## config.mk

```make
export PLATFORM = sky130hd
export DESIGN_NAME = std_register_arbiter
export DESIGN_NICKNAME = d
export VERILOG_FILES = /design/src/rtl/std_register_arbiter_pkg.sv /design/src/rtl/std_register_arbiter_picker.sv /design/src/rtl/std_register_arbiter.sv
export SDC_FILE = /design/constraint.sdc
export NUM_CORES = 1
export LEC_CHECK = 0
export BUFFER_PORTS_ARGS = -buffer_cell sky130_fd_sc_hd__buf_2
export CAP_MARGIN = 20
export CORE_ASPECT_RATIO = 1.4
export CORE_MARGIN = 2
export CORE_UTILIZATION = 45
export CTS_CLUSTER_DIAMETER = 100
export DETAILED_ROUTE_END_ITERATION = 16
export PLACE_DENSITY_LB_ADDON = 0.15
export SETUP_SLACK_MARGIN = 0.3
export SYNTH_ARGS = -nofsm -noshare
export SYNTH_HDL_FRONTEND = slang
export SYNTH_HIERARCHICAL = 1
export SYNTH_SLANG_ARGS = --single-unit
```

## constraint.sdc

```tcl
create_clock -name clk -period 4.8 [get_ports clk]
set_input_delay 0.48 -clock clk [delete_from_list [all_inputs] [get_ports clk]]
set_output_delay 0.48 -clock clk [all_outputs]
set_load 0.05 [all_outputs]
```

## src/rtl/std_register_arbiter_pkg.sv

```systemverilog
// Shared definitions for the std register arbiter: FSM state encoding and
// the index wrap helper used by the round-robin logic.
package std_pkg;

    typedef enum logic {
        STD_REG_ARB_ARB    = 1'b0,
        STD_REG_ARB_LOCKED = 1'b1
    } std_reg_arb_state_t;

    // Next index after idx, wrapping back to 0 after ports-1.
    function automatic int unsigned std_wrap_inc(input int unsigned idx,
                                                 input int unsigned ports);
        return (idx + 1 >= ports) ? 0 : idx + 1;
    endfunction

endpackage

```

## src/rtl/std_register_arbiter_picker.sv

```systemverilog
// Combinational round-robin picker: grants the first set request found by
// searching upward from ptr and wrapping at PORTS-1. Shared by other arbiters.
module std_round_robin_picker #(
    parameter int PORTS     = 4,
    parameter int IDX_WIDTH = (PORTS > 1) ? $clog2(PORTS) : 1
) (
    input  logic [PORTS-1:0]     req,
    input  logic [IDX_WIDTH-1:0] ptr,
    input  logic                 enable,
    output logic [PORTS-1:0]     grant,
    output logic [IDX_WIDTH-1:0] grant_idx,
    output logic                 any_grant
);

    // First-hit search over the rotated request vector.
    always_comb begin
        grant     = '0;
        grant_idx = '0;
        any_grant = 1'b0;
        for (int k = 0; k < PORTS; k++) begin
            if (enable && !any_grant && req[(int'(ptr) + k) % PORTS]) begin
                any_grant                        = 1'b1;
                grant_idx                        = IDX_WIDTH'((int'(ptr) + k) % PORTS);
                grant[(int'(ptr) + k) % PORTS]   = 1'b1;
            end
        end
    end

endmodule

```

## src/rtl/std_register_arbiter.sv

```systemverilog
// Shared enable-gated register with round-robin write arbitration, an
// atomic lock for multi-cycle sequences and a lock watchdog.
//
//   state              | meaning
//   -------------------+-----------------------------------------------
//   STD_REG_ARB_ARB    | open arbitration, round-robin from ptr
//   STD_REG_ARB_LOCKED | only lock_owner may write; watchdog counting
module std_register_arbiter
    import std_pkg::*;
#(
    parameter int                      PORTS        = 4,
    parameter int                      DATA_WIDTH   = 32,
    parameter logic [DATA_WIDTH-1:0]   RESET_VECTOR = '0,
    parameter int                      LOCK_TIMEOUT = 256,
    parameter int                      IDX_WIDTH    = (PORTS > 1) ? $clog2(PORTS) : 1
) (
    input  logic                        clk,
    input  logic                        rst,
    input  logic                        stall,
    input  logic [PORTS-1:0]            req_valid,
    input  logic [PORTS-1:0]            req_lock,
    input  logic [PORTS*DATA_WIDTH-1:0] req_data,
    output logic [PORTS-1:0]            req_ready,
    output logic [DATA_WIDTH-1:0]       value,
    output logic                        update,
    output logic [IDX_WIDTH-1:0]        writer,
    output logic                        locked,
    output logic [IDX_WIDTH-1:0]        lock_owner,
    output logic                        lock_timeout
);

    localparam bit WD_EN = (LOCK_TIMEOUT > 0);
    // Counter only ever needs to reach LOCK_TIMEOUT-1.
    localparam int CNT_W = (LOCK_TIMEOUT > 2) ? $clog2(LOCK_TIMEOUT) : 1;
    localparam logic [CNT_W-1:0] CNT_LAST = CNT_W'(WD_EN ? LOCK_TIMEOUT - 1 : 0);

    std_reg_arb_state_t    state;
    logic [IDX_WIDTH-1:0]  ptr;
    logic [CNT_W-1:0]      cnt;

    logic [PORTS-1:0]      owner_mask;
    logic [PORTS-1:0]      eff_req;
    logic [PORTS-1:0]      grant;
    logic [IDX_WIDTH-1:0]  grant_idx;
    logic                  any_grant;
    logic                  grant_lock;
    logic [DATA_WIDTH-1:0] grant_data;
    logic [IDX_WIDTH-1:0]  ptr_after_grant;
    logic [IDX_WIDTH-1:0]  ptr_after_owner;

    // While locked the owner is the only candidate, so the picker's pointer
    // has no effect and one picker serves both states.
    always_comb begin
        owner_mask      = PORTS'(1) << lock_owner;
        eff_req         = (state == STD_REG_ARB_ARB) ? req_valid : (req_valid & owner_mask);
        grant_lock      = req_lock[grant_idx];
        grant_data      = req_data[int'(grant_idx) * DATA_WIDTH +: DATA_WIDTH];
        ptr_after_grant = IDX_WIDTH'(std_wrap_inc(32'(grant_idx), PORTS));
        ptr_after_owner = IDX_WIDTH'(std_wrap_inc(32'(lock_owner), PORTS));
    end

    std_round_robin_picker #(
        .PORTS     (PORTS),
        .IDX_WIDTH (IDX_WIDTH)
    ) u_picker (
        .req       (eff_req),
        .ptr       (ptr),
        .enable    (~stall),
        .grant     (grant),
        .grant_idx (grant_idx),
        .any_grant (any_grant)
    );

    assign req_ready = grant;

    // Storage, pointer, lock FSM and watchdog; all outputs registered.
    always_ff @(posedge clk) begin
        if (rst) begin
            state        <= STD_REG_ARB_ARB;
            ptr          <= '0;
            cnt          <= '0;
            value        <= RESET_VECTOR;
            update       <= 1'b0;
            writer       <= '0;
            locked       <= 1'b0;
            lock_owner   <= '0;
            lock_timeout <= 1'b0;
        end else begin
            update       <= 1'b0;
            lock_timeout <= 1'b0;

            if (any_grant) begin
                value  <= grant_data;
                writer <= grant_idx;
                update <= 1'b1;
            end

            case (state)
                STD_REG_ARB_ARB: begin
                    if (any_grant) begin
                        ptr <= ptr_after_grant;
                        if (grant_lock) begin
                            state      <= STD_REG_ARB_LOCKED;
                            locked     <= 1'b1;
                            lock_owner <= grant_idx;
                            cnt        <= '0;
                        end
                    end
                end

                STD_REG_ARB_LOCKED: begin
                    if (any_grant) begin
                        if (grant_lock) begin
                            cnt <= '0;
                        end else begin
                            state  <= STD_REG_ARB_ARB;
                            locked <= 1'b0;
                            ptr    <= ptr_after_owner;
                        end
                    end else if (!stall) begin
                        if (WD_EN && cnt == CNT_LAST) begin
                            state        <= STD_REG_ARB_ARB;
                            locked       <= 1'b0;
                            lock_timeout <= 1'b1;
                            ptr          <= ptr_after_owner;
                            cnt          <= '0;
                        end else begin
                            cnt <= cnt + CNT_W'(1);
                        end
                    end
                end

                default: state <= STD_REG_ARB_ARB;
            endcase
        end
    end

endmodule

```

==> results of run 1 <==
==> cell usage after synthesis, drive strengths merged, types with 8 or more instances <==
cell     n
ha      13
clkbuf  13
nand2    9
mux2i   39
mux2    17
mux4    22
nor2b   24
nor2    32
inv     14
buf     15
o22ai   15
nand3    8
dfxtp   50
a21oi   22
==> final cells by class <==
type                       count  area, um2  area share
tap                          100        125      0.0272
timing repair buffer         190        973       0.211
sequential                    50       1000       0.217
clock buffer                   6       72.6      0.0158
clock inverter                 1       7.51     0.00163
multi-input combinational    269       2370       0.515
inverter                      14       52.6      0.0114
==> power groups by stage <==
stage | Clock (uW) | Sequential, uW | Combinational (uW)
final | 233 | 556 | 1530
after global routing | 253 | 568 | 1640
after CTS | 243 | 557 | 1540
after detailed placement | 0 | 564 | 1540
after global placement | 0 | 564 | 1520
after floorplan | 0 | 860 | 908
==> critical path, cell delays in order, from the launching register on <==
cell and delay (ns):
dfxtp_1 0.40, inv_1 0.10, ha_1 0.20, inv_1 0.05
a21boi_0 0.30, mux4_2 0.67, a21oi_1 0.20, o21ai_0 0.16
a21boi_4 0.64, buf_4 0.47, nor2b_1 0.22, nand2_1 0.31
o22ai_1 0.22
==> state kept, by name, summed over array words and instances, names as in the netlist <==
name          flops
cnt               8
lock_owner        2
lock_timeout      1
locked            1
ptr               2
state             1
update            1
value            32
writer            2
==> per-stage QoR <==
stage / area [um2] / worst slack, ns / instances / hold WS, ns
after floorplan: 3540 / 1.06 / 361 / 0.454
after global placement: 4520 / 1.03 / 623 / 0.468
after detailed placement: 4520 / 0.797 / 623 / 0.471
after CTS: 4600 / 0.766 / 630 / 0.452
after global routing: 4600 / 0.455 / 630 / 0.469
final: 4600 / 0.768 / 630 / 0.458
==> kinds of logic after synthesis <==
family | after synthesis
DFF | 50
and+or+nand+nor | 97
AOI/OAI and AO/OA | 81
muxes | 78
buffers and inverters | 42
adders and majority gates | 13
==> path summary, 6_finish.rpt <==
path                                          endpoint                       start  slack [ns]
worst max-delay path            value[24]$_SDFFE_PP0P_  lock_owner[0]$_SDFFE_PP0P_        0.77
worst min-delay path            value[20]$_SDFFE_PP0P_               req_data[116]        0.46
worst max register to register  value[24]$_SDFFE_PP0P_  lock_owner[0]$_SDFFE_PP0P_        0.77
worst min register to register     locked$_SDFFE_PP0P_         locked$_SDFFE_PP0P_        0.48
==> routing by layer <==
layer	GRT usage	vias up	share of wire
li1	-	1693	-
met1	0.259	1614	0.39
met2	0.409	122	0.53
met3	0.0389	12	0.054
met4	0.0603	0	0.017
met5	0	-	0
==> run summary, run 1 <==
The flow ran to the end, and the final reports show no timing, DRC or antenna violations. The die covers 8600 um2. The worst hold path was traced through 3 stages. The cell sitting at the root of the clock tree is a clkbuf_8.

The y dimension of the die was 109 um; the fraction of layout cells with a size suffix above 1 was 0.462. The tools report the startpoint type of the worst setup path as a flop. Entering global routing, the biggest net connects 52 pins. For the proportion of power drawn by flip-flops and latches, the log shows 0.239. Once detail routing completed, the nets flagged for antenna violations numbered 0. In the final routed layout, each cell accounts on average for 15.7 um. The cell count after synthesis is 361, and the arrival time at the worst endpoint is 4.25 ns. Ranked by total cell area, the synthesized netlist is headed by dfxtp_1 (28%), mux4_2 (13%), mux2i_1 (11%), mux2_2 (5.4%), ha_1 (4.6%). The placement row count was 38. The number of maximum-capacitance violations was 0.

The largest clock skew in the final design was 0.00806 ns; the share of flip-flops with an asynchronous set or reset after synthesis was 0. After routing, the total negative slack on setup checks comes to 0 ns. The adder-cell share of the synthesized area is 0.0459. The synthesized netlist net count is 513.

The area overhead of the layout relative to synthesis was 30.0%. Setup repair after global routing left no endpoint under its margin. The latest clock arrival within the worst-skew pair is 0.30 ns.

The transition time of the tightest slew-check pin is 0.941 ns, and the final core area utilization is 0.598. The total overflow left after global routing is 0. Part of the cycle the worst path needs: 0.840. For this block, the initial DRC count from the detailed router was 170. The floorplan step defined a core boundary enclosing 7700 um2.

Setup violations remaining at the end of the flow were counted as 0. The net switching fraction of the power is 0.480, and the maximum clock path buffer count is 2. The worst relative slew slack came out at 0.367. Counting flops and latches in the post-synthesis netlist gives 50. The min-delay analysis places its worst path in the category input port to flop. The run gives 0.660 as the share of total power in combinational logic.

Clock tree synthesis found a total of 50 sinks. Counting distinct cell types in the post-synthesis netlist gives 56. The run gives 0.460 as the effective utilization at floorplan.

The worst setup path is captured at a flop. The simple-gate area share of the yosys netlist was 0.155. The time the worst path needs with I/O delays and setup was 4.03 ns; the share of the synthesized area in the top cell type was 0.283. The number of buffers inserted by port buffering came out at 181. The worst setup path is of the flop to flop kind. The number of antenna violations at the first check in global routing was 0. The cell type contributing the most total cell area after synthesis is dfxtp_1. The required time reported for the critical path endpoint is 5.02 ns, and the count of nets after finishing is 682. CTS built an H-tree with a depth of 2.

Summed over all nets, the half-perimeter wirelength after detailed placement is 7840 um. For the final-report max-slew violation count, the log shows 0. TritonCTS built the clock tree. Multiplexer area fraction after synthesis: 0.305.

The tools report the fraction of power consumed by the clock network as 0.100. For the number of fill cells in the layout, the log shows 750. The number of enable flip-flop cells after synthesis is 0, and the worst-path maximum fanout is 28. The mapped netlist covers 3540 um2. The xor-xnor portion of the synthesized cell area came out at 0. After detailed routing, the number of vias per cell comes to 5.46. For this run, design rule violations remaining after detail routing come to 0. The placer congestion estimate is 0.821, and the post-detailed-routing wire length is 9910 um. For this run, the leading register cell type out of synthesis is dfxtp_1.

The compound-cell area share of the yosys netlist works out to 0.155. Leaving out fill and tap cells, the most frequent cell in the layout is buf_2. The logs give 0.283 for the sequential element share of the synthesized area and 0 for the count of cells resized by post-cts repair. For this run, the detailed router's first-pass iteration total came to 4. Summing internal, switching and leakage power gives 2320 uW. The number of buffers added by the clock tree synthesis step is 5. The die is 79.0 um wide. The clock transition at the register clock pins on the worst setup and hold paths after CTS is 0.09 ns, and the number of global-route vias before repair is 3,252.

The count of endpoints failing hold in the final timing report was 0; the fmax was 0.248 GHz. By area, the combinational part of the netlist is dominated by multiplexers. Measured in cells, the most critical reg-to-reg path has a length of 12.

182 I/O pins were placed. The routed layout has 3,441 vias. The run gives 0 as the total inserted antenna cells.

Average size of a mapped cell: 9.81 um2. The first global-routing pass estimated 15,100 um of wire. Dividing total power by cell area gives a power density of 505 nW/um2. In this run the post-CTS setup repair buffer count came out at 0.

The tools report the global-route usage over all layers as 0.221. In the layout the commonest cells are buf_2 (181), dfxtp_1 (50), mux2i_1 (39), nor2_1 (32), nor2b_1 (23). Across the VDD grid, the largest voltage drop is 0.000294 V.

During synthesis, Yosys emitted a total of 6 warnings. Internal power component: 1210 uW. The reported leakage power was 0.00209 uW; the switching power of the nets was 1110 uW. For this design, the CTS-stage hold fixing added 0 buffers.
Note: power is estimated with default switching activity, not from simulation.
==> run 2, diff against run 1 <==
--- a/config.mk
+++ b/config.mk
@@ -9,7 +9,7 @@
 export CAP_MARGIN = 20
 export CORE_ASPECT_RATIO = 1.4
 export CORE_MARGIN = 2
-export CORE_UTILIZATION = 45
+export CORE_UTILIZATION = 42
 export CTS_CLUSTER_DIAMETER = 100
 export DETAILED_ROUTE_END_ITERATION = 16
 export PLACE_DENSITY_LB_ADDON = 0.15
==> constraint.sdc (replaced) <==
create_clock -name clk -period 3.48 [get_ports clk]
set_input_delay 0.348 -clock clk [delete_from_list [all_inputs] [get_ports clk]]
set_output_delay 0.348 -clock clk [all_outputs]
set_load 0.05 [all_outputs]
==> run 2 against run 1 <==
Effect of this change:
- non-clock buffer count is 25 higher
- power is 63% higher
- sequential cell count stayed put
- first-iteration DRC count is 14% lower
- utilization is 2.7 points higher
- critical path depth is 2 lower
- sequential power is 42% higher
- setup slack worse by 0.45 ns
==> run summary, run 2 (synthesized netlist as in run 1, its figures left out) <==
The tools report the final-report max-slew violation count as 0. The required time reported for the critical path endpoint was 3.68 ns; the number of flip-flops under the largest register name was 32. The die is 113 um tall.

The latest clock arrival within the worst-skew pair was 0.29 ns; the clock transition at the register clock pins on the worst setup and hold paths after CTS was 0.07 ns. The longest clock path from root to sink contains 2 buffers. Dividing total power by cell area gives a power density of 741 nW/um2. The filler cells instantiated in the layout total 710. Detail-routed net length per standard cell: 16.0 um. The tools report the kind of end point of the critical path as a flop.

TritonCTS created 5 clock buffers. Leaving out filler cells and counting taps, the final layout contains 658. In the post-route analysis, the smallest setup slack over all paths is 0.323 ns. The first global-routing pass estimated 15,900 um of wire. HPWL reported at the end of detailed placement: 7930 um.

Summing all multi-input logic gate instances after layout gives 2500 um2. For the register area, the log shows 1010 um2. The worst setup path is of the flop to flop kind. Total setup violations reported at the end of the flow: 0. The tools report the post-detailed-placement cell area as 4690 um2. The number of antenna diodes in the final layout is 0. The flow ran to the end, and the final reports show no timing, DRC or antenna violations. From synthesis to final layout, the design area changed by 44.6%. The clock tree root driver cell was clkbuf_16. Before CTS, the worst setup slack after placement is -0.113 ns.

After the last flow step, the layout net total stands at 707. For the pin with the worst max-slew slack, the measured transition is 0.937 ns. The placeable core area came out at 8200 um2.

The register with the most flip-flops in the final layout is value. Across all layers, the routed design uses 3,628 vias. The library cells used most frequently in the layout, excluding fill and tap cells, are buf_2 (181), dfxtp_1 (46), mux2i_1 (39), nor2_1 (32), buf_4 (27). The floorplan has 39 rows. The count of endpoints failing hold in the final timing report came out at 0. The count of buffers added on input and output ports is 181. The detailed router finished its first iteration with 147 violations. The logs give 182 for the number of top-level pins and 0 for the remaining number of nets flagged by the antenna check after routing. The run gives 637 as the cell total after placement. The largest registers in the layout are value x32, cnt x8. The H-tree was split into 2 levels. TritonCTS built the clock tree. After detailed routing, the number of remaining DRC violations is 0. The maximum number of pins on one net before global-route repair was 52; the reported leakage power was 0.00232 uW. Effective utilization at floorplan: 0.432. Global routing finished with a remaining overflow of 0. The placer congestion estimate was 0.853; the worst-path maximum fanout was 7. The tools report the first-pass detailed-route iteration total as 4. Across all hold checks on the routed design, the worst slack comes to 0.321 ns. The run gives 50 as the number of clock sinks. The global-route usage over all layers is 0.220, and the worst supply voltage drop on vdd is 0.000386 V.

In this run the horizontal extent of the chip is 81.6 um. The logs give 3,610 for the number of global-route vias before repair and 0 ns for the total negative setup slack. Startpoint type of the worst setup path: a flop. Time the worst path needs with I/O delays and setup: 3.16 ns. The part of the cycle the worst path needs is 0.907. The number of antenna violations at the first check in global routing came out at 0.

The tightest min-delay check is of the input port to flop type. Data arrives at the worst endpoint at 3.36 ns. The hold buffer count at cts was 0. Setup repair after global routing could not meet its margin everywhere.

Number of maximum-capacitance violations: 0. For the worst relative slew slack, the log shows 0.376. Die area: 9190 um2. The fraction of layout cells with a size suffix above 1 was 0.543; the largest clock skew in the final design was 0.00600 ns. The fmax is 0.317 GHz, and the area of all placed cells without fillers is 5120 um2.

After detailed routing, the number of vias per cell comes to 5.51. Leaving out fill and tap cells, the most frequent cell in the layout is buf_2. The routed design has 10,500 um of wire.
-- run 2: repair_timing --
action / in CTS / in global routing
buffers inserted: 5 / 7
pin swaps: 5 / 8
cloned: 0 / 1
gates resized for setup: 17 / 25
setup endpoints to repair: 50 / 49
-- run 2: final cells by class --
cell class / count / area share
tap: 102 / 0.0249
clock inverter: 3 / 0.00855
inverter: 14 / 0.0117
timing repair buffer: 215 / 0.245
multi-input combinational: 269 / 0.488
sequential: 50 / 0.198
clock buffer: 5 / 0.0244
-- run 2: path summary, 6_finish.rpt --
path / from / to / slack [ns] / cells past startpoint
max: state$_SDFF_PP0_ / cnt[3]$_SDFFE_PP0P_ / 0.32 / 10
min reg2reg: value[28]$_SDFFE_PP0P_ / value[28]$_SDFFE_PP0P_ / 0.49 / 2
min: req_data[68] / value[4]$_SDFFE_PP0P_ / 0.32 / 3
max reg2reg: state$_SDFF_PP0_ / cnt[3]$_SDFFE_PP0P_ / 0.32 / 10
-- run 2: power by group --
part	leakage (uW)	switching [uW]	internal (uW)
Clock	0.0000842	222	341
Combinational	0.00183	1360	1080
Sequential	0.000412	84.1	707
Total	0.00232	1670	2130
-- run 2: routing by layer --
layer / global-route usage / up-vias / wire [um]
met2: 0.407 / 134 / 5650
met3: 0.0426 / 17 / 582
li1: - / 1745 / -
met4: 0.0722 / 0 / 201
met1: 0.244 / 1732 / 4080
met5: 0 / - / 0
-- run 2: through the flow --
| stage | utilization | total power [uW] |
|---|---|---|
| 2_1_floorplan | - | 2480 |
| 3_3_place_gp | 0.572 | 3020 |
| 3_5_place_dp | 0.572 | 3050 |
| 4_1_cts | 0.603 | 3670 |
| 5_1_grt | 0.625 | 4000 |
| 6_report | 0.625 | 3790 |
-- run 2: critical path: stages, from the launching register on --
cell and delay (ns):
dfxtp_1 0.53, a21boi_1 0.12, buf_4 0.17, mux4_2 0.48, nor2b_4 0.16, or2_4 0.25
o21ai_4 0.21, mux4_2 0.62, a21oi_4 0.29, a21oi_2 0.06, o32ai_2 0.18
==> run 3, diff against run 2 <==
--- a/config.mk
+++ b/config.mk
@@ -9,7 +9,7 @@
 export CAP_MARGIN = 20
 export CORE_ASPECT_RATIO = 1.4
 export CORE_MARGIN = 2
-export CORE_UTILIZATION = 42
+export CORE_UTILIZATION = 45
 export CTS_CLUSTER_DIAMETER = 100
 export DETAILED_ROUTE_END_ITERATION = 16
 export PLACE_DENSITY_LB_ADDON = 0.15
==> constraint.sdc (replaced) <==
create_clock -name clk -period 3.99 [get_ports clk]
set_input_delay 0.399 -clock clk [delete_from_list [all_inputs] [get_ports clk]]
set_output_delay 0.399 -clock clk [all_outputs]
set_load 0.05 [all_outputs]
==> run 3 against run 2 <==
Effect of this change:
- global-route usage grew 0.74 points
- largest cell class unchanged
- power is 22% lower
- critical endpoint unchanged
- design area decreased by 7.7%
- via count fell by 2.4%
- critical path type unchanged
- wire length shrank 3.4%
- largest power group unchanged
==> run summary, run 3 (synthesized netlist as in run 1, its figures left out) <==
The logs give 0.124 for the fraction of power consumed by the clock network and 0.290 GHz for the fmax. The reg2reg setup slack was 0.55 ns. The path category of the worst min-delay check is input port to flop.

For the number of global-route vias before repair, the log shows 3,374. STA classifies the critical path startpoint as a flop. For the worst setup path, the data required time is 4.21 ns. The effective utilization at floorplan came out at 0.460. For the total negative setup slack, the log shows 0 ns. Share of total power in combinational logic: 0.648. Input and output buffers added on the ports amount to 181.

In this run the remaining antenna-violating nets after routing total 0. The clock reaches the later pin of the worst-skew pair after 0.30 ns. The worst relative slew slack is 0.656. The run gives 0 as the number of maximum-capacitance violations.

Y dimension of the die: 109 um. Clock tree synthesis inserted a total of 5 buffers. After clock tree synthesis, the clock-pin slew on the worst setup and hold paths is 0.09 ns. IR analysis of the VDD net gives a maximum drop of 0.000343 V. The first TritonRoute pass finished after 6 iterations.

The run gives 0 as the total setup violations reported at the end of the flow. The clock arrives with 0.00592 ns of skew. In this run the power spent charging and discharging nets is 1350 uW. The via count normalized by instance count works out to 5.53.

The final core area utilization was 0.614. The floorplan has 38 rows. Leaving out fill and tap cells, the most frequent cell in the layout is buf_2. The number of remaining DRC errors was 0; the transition time of the tightest slew-check pin was 0.512 ns. The arrival time at the worst endpoint came out at 3.67 ns.

The flow ran to the end, and the final reports show no timing, DRC or antenna violations. Highest metal layer used by the detailed router: met4. Summed over all cells, the static leakage comes to 0.00216 uW. The register with the most flip-flops in the layout has 32 of them.

Net switching fraction of the power: 0.460. The die width is 79.0 um. For this run the aggregate overflow at the end of global routing stands at 0. The global-route usage over all layers is 0.227, and the placer congestion estimate is 0.854. The tools report the wire length of the first global-routing pass as 15,600 um. Summed over all nets, the half-perimeter wirelength after detailed placement is 8020 um. STA classifies the critical path endpoint as a flop. 182 I/O pins were placed. Leaving out fill and tap cells, the most frequent cells in the layout are buf_2 (181), dfxtp_1 (49), mux2i_1 (39), nor2_1 (32), nor2b_1 (23).

The tools report the count of endpoints failing hold in the final timing report as 0. The logs give 692 for the count of nets after finishing and 174 for the iteration-0 DRC count of the detailed router. The tree is rooted in a clkbuf_8. The fraction of layout cells with a size suffix above 1 is 0.481, and the total length of routed met2 wires is 5340 um. The worst-path maximum fanout came out at 9. The part of the cycle the worst path needs is 0.863, and the number of levels in the clock H-tree is 2.

The number of antenna violations at the first check in global routing came out at 0. The hold buffer count at cts is 0. Setup repair after global routing left no endpoint under its margin.

No sink is reached through more buffers than the 2 on the longest clock path. The area overhead of the layout relative to synthesis was 33.5%. The most flop-heavy register was value. The run gives 3910 um as the wire length on met1. The routed layout has 3,541 vias. The run gives 50 as the number of clock sinks. The met3 wire length was 728 um. The detail-routed net length per standard cell was 15.9 um; the maximum number of pins on one net before global-route repair was 31. TritonCTS built the clock tree. Along the worst hold path, the cell count comes to 3. The time the worst path needs with I/O delays and setup is 3.44 ns, and the internal power component is 1590 uW.

The number of antenna diodes in the final layout is 0. The proportion of power drawn by flip-flops and latches was 0.228. The final-report max-slew violation count is 0. The floorplan step defined a core boundary enclosing 7700 um2. For this design the ratio of total power to cell area is 623 nW/um2.

The die area is 8600 um2. In the final layout, the registers with the most flip-flops are value x32, cnt x8. The depth of the worst register-to-register path was 13. After detailed routing, the total wire length is 10,200 um. The critical path is of the flop to flop type.
==> run 3: cell count changes in the layout (fill, tap and decap cells not counted), sizes merged <==
| cell | delta |
|---|---|
| clkinv | -1 |
| buf | -14 |
| inv | -1 |
==> run 3: final timing paths <==
check	from	to
max	lock_owner[1]$_SDFFE_PP0P_	cnt[3]$_SDFFE_PP0P_
min	req_data[94]	value[30]$_SDFFE_PP0P_
max reg2reg	lock_owner[1]$_SDFFE_PP0P_	cnt[3]$_SDFFE_PP0P_
min reg2reg	cnt[7]$_SDFFE_PP0P_	cnt[7]$_SDFFE_PP0P_
==> run 3: power groups by stage <==
stage | sequential [uW] | combinational, uW | clock, uW
2_1_floorplan | 1030 | 1090 | 0
3_3_place_gp | 675 | 1870 | 0
3_5_place_dp | 678 | 1880 | 0
4_1_cts | 670 | 1890 | 377
5_1_grt | 684 | 2050 | 390
6_report | 671 | 1910 | 366
==> run 3: critical path: stages (launching register included) <==
cell and delay [ns]:
dfxtp_1 0.41, inv_1 0.08, ha_1 0.18, inv_1 0.07, a21boi_2 0.11, or3_1 0.40, o31ai_1 0.15, nand3_1 0.17
or2_1 0.30, o21ai_4 0.29, mux4_2 0.63, a21oi_4 0.27, a21oi_1 0.08, o32ai_2 0.20
==> run 3: final cells by class <==
class | instances | area [um2]
Timing Repair Buffer | 200 | 1050
Clock inverter | 1 | 30.0
Multi-Input combinational cell | 269 | 2380
Clock buffer | 6 | 82.6
Tap cell | 100 | 125
Inverter | 14 | 52.6
Sequential cell | 50 | 1000
Fill cell | 681 | 2970
==> run 3: metrics by stage <==
step	cell area [um2]	power (uW)	setup WS, ns	hold slack, ns	cells
final	4730	2940	0.546	0.373	640
after global routing	4730	3120	0.310	0.383	640
after CTS	4690	2930	0.347	0.363	637
after global placement	4580	2540	0.326	0.470	630
after detailed placement	4580	2560	0.195	0.475	630
after floorplan	3540	2130	0.310	0.454	361
==> run 3: repair_timing <==
item / 4_1_cts / 5_1_grt
endpoints found under the setup margin: 20 / 32
setup buffers: 0 / 3
resized for setup: 3 / 5
pin swaps: 0 / 1
==> run 3: routing by layer <==
| metal | up-vias | GRT usage |
|---|---|---|
| met5 | - | 0 |
| met4 | 0 | 0.0714 |
| met3 | 16 | 0.0571 |
| met2 | 152 | 0.412 |
| met1 | 1660 | 0.259 |
| li1 | 1713 | - |
